==> src/rtl/gost_magma_engine.sv <==
`default_nettype none
// ============================================================================
// gost_magma_engine: Magma (GOST 28147-89) 64-bit block engine, ECB/CBC, valid/ready
// Revision 1.0
// ============================================================================
module gost_magma_engine #(
    parameter int ROUNDS_PER_CYCLE = 1,
    parameter bit CBC_EN           = 1'b0
) (
    input  logic         clk,
    input  logic         rst_n,
    input  logic         key_load,
    input  logic [255:0] key,
    input  logic         iv_load,
    input  logic [63:0]  iv,
    input  logic         in_valid,
    output logic         in_ready,
    input  logic         in_decrypt,
    input  logic         in_cbc,
    input  logic [63:0]  in_data,
    output logic         out_valid,
    input  logic         out_ready,
    output logic [63:0]  out_data,
    output logic         busy
);

    localparam logic [4:0] ROUND_STEP = 5'(ROUNDS_PER_CYCLE);
    localparam logic [4:0] LAST_ROUND = 5'(32 - ROUNDS_PER_CYCLE);

    localparam logic [3:0] SBOX [8][16] = '{
        '{4'hC, 4'h4, 4'h6, 4'h2, 4'hA, 4'h5, 4'hB, 4'h9, 4'hE, 4'h8, 4'hD, 4'h7, 4'h0, 4'h3, 4'hF, 4'h1},
        '{4'h6, 4'h8, 4'h2, 4'h3, 4'h9, 4'hA, 4'h5, 4'hC, 4'h1, 4'hE, 4'h4, 4'h7, 4'hB, 4'hD, 4'h0, 4'hF},
        '{4'hB, 4'h3, 4'h5, 4'h8, 4'h2, 4'hF, 4'hA, 4'hD, 4'hE, 4'h1, 4'h7, 4'h4, 4'hC, 4'h9, 4'h6, 4'h0},
        '{4'hC, 4'h8, 4'h2, 4'h1, 4'hD, 4'h4, 4'hF, 4'h6, 4'h7, 4'h0, 4'hA, 4'h5, 4'h3, 4'hE, 4'h9, 4'hB},
        '{4'h7, 4'hF, 4'h5, 4'hA, 4'h8, 4'h1, 4'h6, 4'hD, 4'h0, 4'h9, 4'h3, 4'hE, 4'hB, 4'h4, 4'h2, 4'hC},
        '{4'h5, 4'hD, 4'hF, 4'h6, 4'h9, 4'h2, 4'hC, 4'hA, 4'hB, 4'h7, 4'h8, 4'h1, 4'h4, 4'h3, 4'hE, 4'h0},
        '{4'h8, 4'hE, 4'h2, 4'h5, 4'h6, 4'h9, 4'h1, 4'hC, 4'hF, 4'h4, 4'hB, 4'h0, 4'hD, 4'hA, 4'h3, 4'h7},
        '{4'h1, 4'h7, 4'hE, 4'hD, 4'h0, 4'h5, 4'h8, 4'h3, 4'h4, 4'hF, 4'hA, 4'h6, 4'h9, 4'hC, 4'hB, 4'h2}
    };

    if (!(ROUNDS_PER_CYCLE == 1 || ROUNDS_PER_CYCLE == 2 || ROUNDS_PER_CYCLE == 4 ||
          ROUNDS_PER_CYCLE == 8 || ROUNDS_PER_CYCLE == 16 || ROUNDS_PER_CYCLE == 32)) begin : g_bad_rounds
        $error("gost_magma_engine: ROUNDS_PER_CYCLE must be 1, 2, 4, 8, 16 or 32");
    end

    typedef enum logic [1:0] {
        IDLE = 2'd0,
        RUN  = 2'd1,
        DONE = 2'd2
    } state_t;

    state_t         state;
    state_t         state_next;
    logic           accept;
    logic           key_ok;
    logic [255:0]   key_q;
    logic [63:0]    chain;
    logic [63:0]    blk_q;
    logic [63:0]    out_q;
    logic [31:0]    a1_q;
    logic [31:0]    a0_q;
    logic [4:0]     round_q;
    logic           dec_q;
    logic           cbc_q;
    logic [63:0]    result;
    logic [31:0]    a1_w [ROUNDS_PER_CYCLE+1];
    logic [31:0]    a0_w [ROUNDS_PER_CYCLE+1];

    // t = half + k, S-box substitution per nibble, rotate left by 11
    function automatic logic [31:0] round_f(input logic [31:0] half, input logic [31:0] subkey);
        logic [31:0] t;
        logic [31:0] s;
        t = half + subkey;
        s = '0;
        for (int n = 0; n < 8; n++) begin
            s[4*n +: 4] = SBOX[n][t[4*n +: 4]];
        end
        return {s[20:0], s[31:21]};
    endfunction

    assign a1_w[0] = a1_q;
    assign a0_w[0] = a0_q;

    for (genvar j = 0; j < ROUNDS_PER_CYCLE; j++) begin : g_round
        logic [4:0]  idx;
        logic        rev;
        logic [2:0]  kidx;
        logic [31:0] subkey;
        assign idx    = round_q + 5'(j);
        // encrypt reverses the key order in the last quarter, decrypt in all but the first
        assign rev    = dec_q ? (idx[4:3] != 2'b00) : (idx[4:3] == 2'b11);
        assign kidx   = rev ? ~idx[2:0] : idx[2:0];
        assign subkey = key_q[{~kidx, 5'b0} +: 32];
        assign a1_w[j+1] = a0_w[j];
        assign a0_w[j+1] = a1_w[j] ^ round_f(a0_w[j], subkey);
    end

    // undo the swap of the final round; CBC decrypt folds in the chain value
    assign result = {a0_w[ROUNDS_PER_CYCLE], a1_w[ROUNDS_PER_CYCLE]}
                  ^ ((cbc_q && dec_q) ? chain : 64'h0);

    always_comb begin
        state_next = state;
        accept     = 1'b0;
        in_ready   = 1'b0;
        out_valid  = 1'b0;
        busy       = 1'b0;
        case (state)
            IDLE: begin
                in_ready = key_ok;
                accept   = key_ok && in_valid && !key_load;
                if (accept) state_next = RUN;
            end
            RUN: begin
                busy = 1'b1;
                if (round_q == LAST_ROUND) state_next = DONE;
            end
            DONE: begin
                busy      = 1'b1;
                out_valid = 1'b1;
                if (out_ready) state_next = IDLE;
            end
            default: state_next = IDLE;
        endcase
    end

    always_ff @(posedge clk) begin
        if (!rst_n) begin
            state   <= IDLE;
            key_ok  <= 1'b0;
            key_q   <= '0;
            chain   <= '0;
            blk_q   <= '0;
            out_q   <= '0;
            a1_q    <= '0;
            a0_q    <= '0;
            round_q <= '0;
            dec_q   <= 1'b0;
            cbc_q   <= 1'b0;
        end else begin
            state <= state_next;
            case (state)
                IDLE: begin
                    if (key_load) begin
                        key_q  <= key;
                        key_ok <= 1'b1;
                    end
                    if (iv_load && CBC_EN) chain <= iv;
                    if (accept) begin
                        {a1_q, a0_q} <= (CBC_EN && in_cbc && !in_decrypt) ? (in_data ^ chain) : in_data;
                        blk_q   <= in_data;
                        dec_q   <= in_decrypt;
                        cbc_q   <= in_cbc && CBC_EN;
                        round_q <= '0;
                    end
                end
                RUN: begin
                    a1_q    <= a1_w[ROUNDS_PER_CYCLE];
                    a0_q    <= a0_w[ROUNDS_PER_CYCLE];
                    round_q <= round_q + ROUND_STEP;
                    if (round_q == LAST_ROUND) begin
                        out_q <= result;
                        if (cbc_q) chain <= dec_q ? blk_q : result;
                    end
                end
                default: ;
            endcase
        end
    end

    assign out_data = out_q;

endmodule
`default_nettype wire

==> config.mk <==
export PLATFORM = sky130hd
export DESIGN_NAME = gost_magma_engine
export DESIGN_NICKNAME = d
export VERILOG_FILES = /design/src/rtl/gost_magma_engine.sv
export SDC_FILE = /design/constraint.sdc
export NUM_CORES = 1
export LEC_CHECK = 0
export ABC_AREA = 0
export CAP_MARGIN = 20
export CORE_ASPECT_RATIO = 0.9
export CORE_UTILIZATION = 40
export DETAILED_ROUTE_END_ITERATION = 10
export GPL_TIMING_DRIVEN = 1
export PLACE_DENSITY = 0.62
export SYNTH_ARGS = -nofsm -noshare
export SYNTH_HDL_FRONTEND = slang
export SYNTH_SLANG_ARGS = --single-unit
export TNS_END_PERCENT = 10
==> constraint.sdc <==
create_clock -name clk -period 8.7 [get_ports clk]
set_input_delay 1.74 -clock clk [delete_from_list [all_inputs] [get_ports clk]]
set_output_delay 1.74 -clock clk [all_outputs]
set_load 0.03 [all_outputs]
==> run_results.csv, run 1 <==
group,metric,value,unit
outcome,status,"completed",
timing,setup_slack,1600,ps
power,netSwitchingPower,0.00153,W
clock_network,cts_setup_buffers,0,
power,p_sw_share,29.7,%
clock_network,cts-root-buf,"clkbuf_16",
setup_path,crit_arrival,7530,ps
route,viasPerCell,5.42,
timing,final-max-slew-violation-count,0,
setup_path,end_kind,"flip-flop",
power,p_per_area,200,mW/mm²
route,routedWlPerCell,19.9,µm
setup_path,cpMaxStageDelayCell,"xnor2_2",
job,cap_violations,0,
floorplanning,rows,76,
clock_network,ctsResizeCount,0,
timing,timing.final.crit_share,81.6,%
cells_and_area,nets,3111,
worst_hold_path,min-delay-start,"key_q[79]$_SDFFE_PN0P_",
timing,final-hold-violation-count,0,
clock_network,cts_sinks,393,
grt,antenna_found_initial,19,
worst_hold_path,hold_class,"flip-flop to flip-flop",
yosys,synth_edf_count,0,
worst_hold_path,hold-path-cell-count,2,
setup_path,reg2reg_depth,19,
floorplanning,dieArea,0.0500,mm²
yosys,synth-main-ff-cell,"dfxtp_1",
route,ant_nets,0,
setup_path,critPathTopFamily,"compound AO/OA/AOI/OAI gates",
grt,grt_remaining_overflow,0,
yosys,avgSynthCellArea,8.38,µm²
timing,grt_setup_unrepaired,"no",
timing,setup_viol,0,
timing,fmax,141,MHz
power,p_leak,9.74,nW
setup_path,worst-path-max-fanout,12,
setup_path,criticalPathCategory,"flip-flop to flip-flop",
yosys,ys_warn_count,0,
grt,grt_max_degree,163,
power,seqPwrFrac,39.5,%
setup_path,crit_path_max_incr_delay,850,ps
yosys,ys_ff_latch,393,
setup_path,reg2reg_slack,1600,ps
place,place_congestion,0.907,
cells_and_area,fill_cells,4416,
place,port_buffers,392,
power,p_int,0.00360,W
setup_path,worstPathCellList,"maj3_1 -> xnor2_2 -> buf_4 -> buf_4 -> mux4_2 -> mux2_2 -> ha_1 -> a21oi_1 -> o21ai_0 -> a21o_1 -> a2111o_1 -> and3_2 -> a311oi_1 -> inv_1 -> ha_1 -> or3b_2 -> o211ai_1 -> xor2_1 -> o211ai_1",
setup_path,cp.required,9130,ps
setup_path,startpoint,"round_q[3]$_SDFFE_PN0P_",
setup_path,crit_path_start_kind,"flip-flop",
route,drc_errors,0,
worst_hold_path,min_to,"key_q[79]$_SDFFE_PN0P_",
yosys,syn-cell-area,0.0197,mm²
yosys,postSynth.asyncResetShare,0,%
floorplanning,chipHeight,212,µm
floorplanning,die_w,236,µm
timing,relSlewSlack,27.6,%
floorplanning,start_util,40.8,%
route,drt_first_pass_iters,6,
setup_path,worstReg2RegStart,"round_q[3]$_SDFFE_PN0P_",
timing,fin_setup_tns,0,ps
cells_and_area,seq_area,0.00787,mm²
route,drtIter0Drc,1374,
yosys,ys_seq_area_share,40.0,%
grt,grt_pass1_vias,17100,
timing,finClkSkew,21.8,ps
clock_network,h-tree-depth,2,
yosys,synthCells,2345,
setup_path,crit_buf_inv,3,
grt,track_usage,25.9,%
yosys,ys_types,72,
route,wl,65900,µm
route,vias,17900,
clock_network,insertion_delay,570,ps
place,hpwl,48600,µm
cells_and_area,drive_gt1_share,9.02,%
cells_and_area,syn_to_final_growth,30.2,%
clock_network,tritoncts,"yes",
yosys,syn_nets,2813,
grt,grt_pass1_wl,99500,µm
timing,layout_min_cycle_time,7100,ps
setup_path,worstReg2RegEnd,"a0_q[10]$_SDFFE_PN0P_",
power,peakVddDrop,0.000128,V
clock_network,cts_hold_buf,0,
cells_and_area,multiInputGateArea,0.0111,mm²
timing,max_slew.worst_pin.slew,1090,ps
clock_network,cts.clk_slew.worst_paths,60,ps
power,clkPwrFrac,37.5,%
clock_network,cts_buffer_depth,3,
power,combPwrFrac,23.0,%
floorplanning,core-area,0.0482,mm²
place,post-place-ws,1580,ps
floorplanning,io_pins,459,
clock_network,numCtsBuffers,44,
## registers in the layout (all words and copies together) (netlist names)
signal	cells
key_ok	1
state	2
dec_q	1
round_q	5
out_data	64
a1_q	32
key_q	256
a0_q	32
## tightest hold or removal path: stages, from the launching register on
cell	delay (ps)
dfxtp_1	300
nand2_1	50
a21oi_1	50
## metrics by stage
step | total power (W) | utilization, % | area (µm²) | std cells | hold slack, ps
after floorplan | 0.00280 | - | 19700 | 2345 | 433
after global routing | 0.00537 | 53.1 | 25600 | 3302 | 466
after global placement | 0.00319 | 49.8 | 24000 | 3217 | 438
final | 0.00513 | 53.1 | 25600 | 3305 | 452
after CTS | 0.00515 | 52.8 | 25500 | 3293 | 453
after detailed placement | 0.00322 | 49.8 | 24000 | 3217 | 445
## metal layers
layer / global-route usage [%] / wire length (µm)
met2: 41.2 / 30100
met1: 35.1 / 29500
met5: 0 / 90
met4: 8.09 / 1520
met3: 5.58 / 4650
## kinds of logic after synthesis
group	Yosys count	synth area share [%]
fa+ha+maj	79	5.03
flops	393	40.0
xor+xnor	63	2.97
simple gates	853	17.6
mux	159	13.0
compound gates	588	17.4
buf+inv	210	4.01
## cells in the mapped netlist (all sizes together) (3+ instances only)
cell type	number	area, µm²
a2111oi	4	41.3
a211o	5	43.8
a211oi	57	438
a21o	14	108
a21oi	370	1850
a22oi	4	30.0
a311oi	3	32.5
a31oi	10	62.6
a32o	3	30.0
and2	11	68.8
and3	11	70.1
and4	5	43.8
buf	11	41.3
clkbuf	159	597
dfxtp	393	7870
ha	75	938
inv	40	150
maj3	3	30.0
mux2	35	394
mux2i	50	500
mux4	74	1670
nand2	643	2420
nand2b	6	37.5
nand3	26	130
nand4	8	50.1
nor2	106	398
nor2b	10	62.6
nor3	12	60.1
o2111ai	5	43.8
o211a	4	40.0
o211ai	17	128
o21a	6	45.0
o21ai	61	305
o22ai	3	18.8
or2	5	31.3
or3	3	18.8
xnor2	38	333
xor2	24	229
## power by group through the flow
stage	Combinational, W	Sequential [W]	Clock (W)
2_1_floorplan	0.000772	0.00202	0
4_1_cts	0.00116	0.00202	0.00196
3_5_place_dp	0.00116	0.00206	0
6_report	0.00118	0.00203	0.00192
3_3_place_gp	0.00113	0.00206	0
5_1_grt	0.00129	0.00204	0.00204
## cell usage in the layout (no fill, tap or decap), types with 50 or more instances in the layout
cell | synthesis | layout
nand2_1 | 642 | 640
clkdlybuf4s50_1 | 0 | 391
ha_1 | 75 | 74
nor2_1 | 106 | 106
dfxtp_1 | 393 | 393
a211oi_1 | 55 | 55
mux2i_1 | 50 | 50
a21oi_1 | 370 | 370
o21ai_0 | 61 | 60
mux4_2 | 74 | 74
## how the worst max path moves through the flow
stage / end / slack, ps / cells after the start
after CTS: a0_q[10]$_SDFFE_PN0P_ / 1550 / 19
after floorplan: a0_q[10]$_SDFFE_PN0P_ / 2490 / 18
after global placement: a0_q[10]$_SDFFE_PN0P_ / 1650 / 19
final: a0_q[10]$_SDFFE_PN0P_ / 1600 / 19
after global routing: a0_q[10]$_SDFFE_PN0P_ / 1080 / 19
after detailed placement: a0_q[10]$_SDFFE_PN0P_ / 1580 / 19
## cell type report
| cell class | instances | share of cell area (%) |
|---|---|---|
| Clock inverter | 13 | 0.616 |
| Antenna cell | 8 | 0.0782 |
| Timing Repair Buffer | 422 | 16.5 |
| Multi-Input combinational cell | 1742 | 43.2 |
| Tap cell | 624 | 3.05 |
| Sequential cell | 393 | 30.7 |
| Clock buffer | 63 | 5.21 |
| Inverter | 40 | 0.616 |
No activity file was read; power rests on OpenSTA's default activity.
==> run 2: changes to the inputs <==
--- a/config.mk
+++ b/config.mk
@@ -11,7 +11,7 @@
 export CORE_UTILIZATION = 40
 export DETAILED_ROUTE_END_ITERATION = 10
 export GPL_TIMING_DRIVEN = 1
-export PLACE_DENSITY = 0.62
+export PLACE_DENSITY = 0.65
 export SYNTH_ARGS = -nofsm -noshare
 export SYNTH_HDL_FRONTEND = slang
 export SYNTH_SLANG_ARGS = --single-unit
==> constraint.sdc (replaced) <==
create_clock -name clk -period 5.9 [get_ports clk]
set_input_delay 1.18 -clock clk [delete_from_list [all_inputs] [get_ports clk]]
set_output_delay 1.18 -clock clk [all_outputs]
set_load 0.03 [all_outputs]
==> run 2 against run 1 <==
Fmax rose by 23%; combinational power rose by 55%; die area did not move; final area rose by 1.9%; cell count rose by 1.8%; sequential share of layout area fell by 0.58 points; setup slack got worse by 1500 ps; sequential power rose by 47%; count of clock-buffer cells in the layout fell by 3; highest routed layer unchanged.
==> run_results.csv, run 2 (synthesis gave the netlist of run 1 again) <==
group,metric,value,unit
worst_hold_path,hold_class,"flip-flop to flip-flop",
clock_network,cts.clk_slew.worst_paths,60,ps
worst_hold_path,hold-path-cell-count,2,
timing,layout_min_cycle_time,5780,ps
clock_network,cts_sinks,393,
route,ant_nets,0,
setup_path,end_kind,"flip-flop",
place,port_buffers,392,
floorplanning,dieArea,0.0500,mm²
timing,setup_slack,116,ps
floorplanning,io_pins,459,
place,post-place-ws,3.36,ps
clock_network,tritoncts,"yes",
timing,setup_viol,0,
setup_path,cpMaxStageDelayCell,"mux4_2",
timing,final-hold-violation-count,0,
floorplanning,rows,76,
setup_path,crit_arrival,6220,ps
grt,grt_max_degree,154,
cells_and_area,drive_gt1_share,11.2,%
job,cap_violations,0,
setup_path,worst-path-max-fanout,12,
floorplanning,start_util,40.8,%
setup_path,crit_path_start_kind,"flip-flop",
route,viasPerCell,5.44,
cells_and_area,layout_common_cells,"nand2_1, dfxtp_1, clkdlybuf4s50_1",
route,drtIter0Drc,1464,
cells_and_area,fill_cells,4381,
timing,fmax,173,MHz
grt,antenna_found_initial,6,
setup_path,crit_path_max_incr_delay,570,ps
route,drt_first_pass_iters,6,
timing,final-max-slew-violation-count,0,
cells_and_area,post-route-util,54.1,%
place,hpwl,49900,µm
clock_network,h-tree-depth,2,
power,p_per_area,289,mW/mm²
timing,fin_setup_tns,0,ps
setup_path,criticalPathCategory,"flip-flop to flip-flop",
floorplanning,die_w,236,µm
power,p_leak,10.1,nW
place,place_congestion,0.904,
timing,finClkSkew,26.1,ps
grt,grt_pass1_wl,101000,µm
setup_path,worstPathCellList,"maj3_2 -> xnor2_4 -> buf_12 -> buf_6 -> mux4_2 -> mux2_2 -> ha_1 -> a2111oi_0 -> o21ai_0 -> o21ai_1 -> a21oi_1 -> o2111ai_1 -> nor2b_1 -> xnor2_2 -> ha_1 -> or3b_2 -> o211ai_1 -> xor2_1 -> o211ai_1",
cells_and_area,nets,3172,
outcome,status,"completed",
cells_and_area,layout_commonest_cell,"nand2_1",
timing,timing.final.crit_share,98.0,%
clock_network,insertion_delay,590,ps
setup_path,reg2reg_depth,19,
floorplanning,chipHeight,212,µm
grt,track_usage,26.2,%
clock_network,cts_setup_buffers,0,
cells_and_area,top_register,"key_q",
grt,grt_remaining_overflow,0,
timing,max_slew.worst_pin.slew,1010,ps
clock_network,cts_buffer_depth,3,
setup_path,cp.required,6340,ps
cells_and_area,syn_to_final_growth,32.7,%
grt,grt_pass1_vias,17800,
route,wl,66300,µm
route,drc_errors,0,
power,peakVddDrop,0.000198,V
clock_network,cts-root-buf,"clkbuf_16",
route,vias,18300,
route,routedWlPerCell,19.7,µm
clock_network,numCtsBuffers,44,
floorplanning,core-area,0.0482,mm²
cells_and_area,largest_reg_flops,256,
timing,relSlewSlack,32.5,%
run 2: cell count changes in the layout (fill, tap and decap cells not counted), sizes merged:
cell and change:
buf +60, bufinv -1, clkbuf -3, clkdlybuf4s50 +1
clkinv +7, clkinvlp +1, diode -4
run 2: worst paths after layout:
path / startpoint / end / slack [ps]
min: key_q[233]$_SDFFE_PN0P_ / key_q[233]$_SDFFE_PN0P_ / 450
max reg2reg: round_q[3]$_SDFFE_PN0P_ / a0_q[10]$_SDFFE_PN0P_ / 120
min reg2reg: key_q[233]$_SDFFE_PN0P_ / key_q[233]$_SDFFE_PN0P_ / 450
max: round_q[3]$_SDFFE_PN0P_ / a0_q[10]$_SDFFE_PN0P_ / 120
run 2: metrics by stage:
step | cells | instance area, µm² | total power [W] | hold slack, ps
floorplan | 2345 | 19700 | 0.00412 | 433
global placement | 3282 | 24600 | 0.00480 | 441
detailed placement | 3282 | 24600 | 0.00485 | 443
CTS | 3362 | 26000 | 0.00756 | 451
global route | 3364 | 26100 | 0.00788 | 468
finish | 3366 | 26100 | 0.00753 | 451
run 2: critical path, delay by kind of cell (launching register included):
family / cells / cell delay, ps
simple gates: 2 / 710
flops: 1 / 350
compound gates: 7 / 1700
xor+xnor: 3 / 590
mux: 2 / 880
fa+ha+maj: 3 / 1030
buf+inv: 2 / 390
run 2: where the power goes:
group          internal [W]  switching, W
Clock               0.00156       0.00116
Sequential          0.00285      0.000136
Combinational      0.000827       0.00100
Total               0.00524       0.00229
run 2: repair_timing:
action / 4_1_cts / 5_1_grt
hold buffers: 0 / 0
setup endpoints to repair: 2 / 33
pin swaps: 0 / 0
gates cloned: 0 / 0
resized for setup: 1 / 10
run 2: layer usage:
| layer | part of all wire (%) | routed length [µm] | global-route usage (%) | vias to the layer above |
|---|---|---|---|---|
| met3 | 6.4 | 4230 | 3.88 | 94 |
| met5 | 0.035 | 23 | 0 | - |
| li1 | - | - | - | 8850 |
| met4 | 2.4 | 1620 | 8.11 | 4 |
| met2 | 47 | 31000 | 43.3 | 597 |
| met1 | 44 | 29500 | 35.3 | 8776 |
run 2: final cells by class:
cell class	instances	area (µm²)	share of cell area, %
Inverter	40	158	0.604
Multi-Input combinational cell	1742	11100	42.6
Sequential cell	393	7870	30.1
Clock inverter	20	193	0.738
Tap cell	624	781	2.99
Clock buffer	60	1230	4.72
Timing Repair Buffer	483	4750	18.2
Antenna cell	4	10.0	0.0384
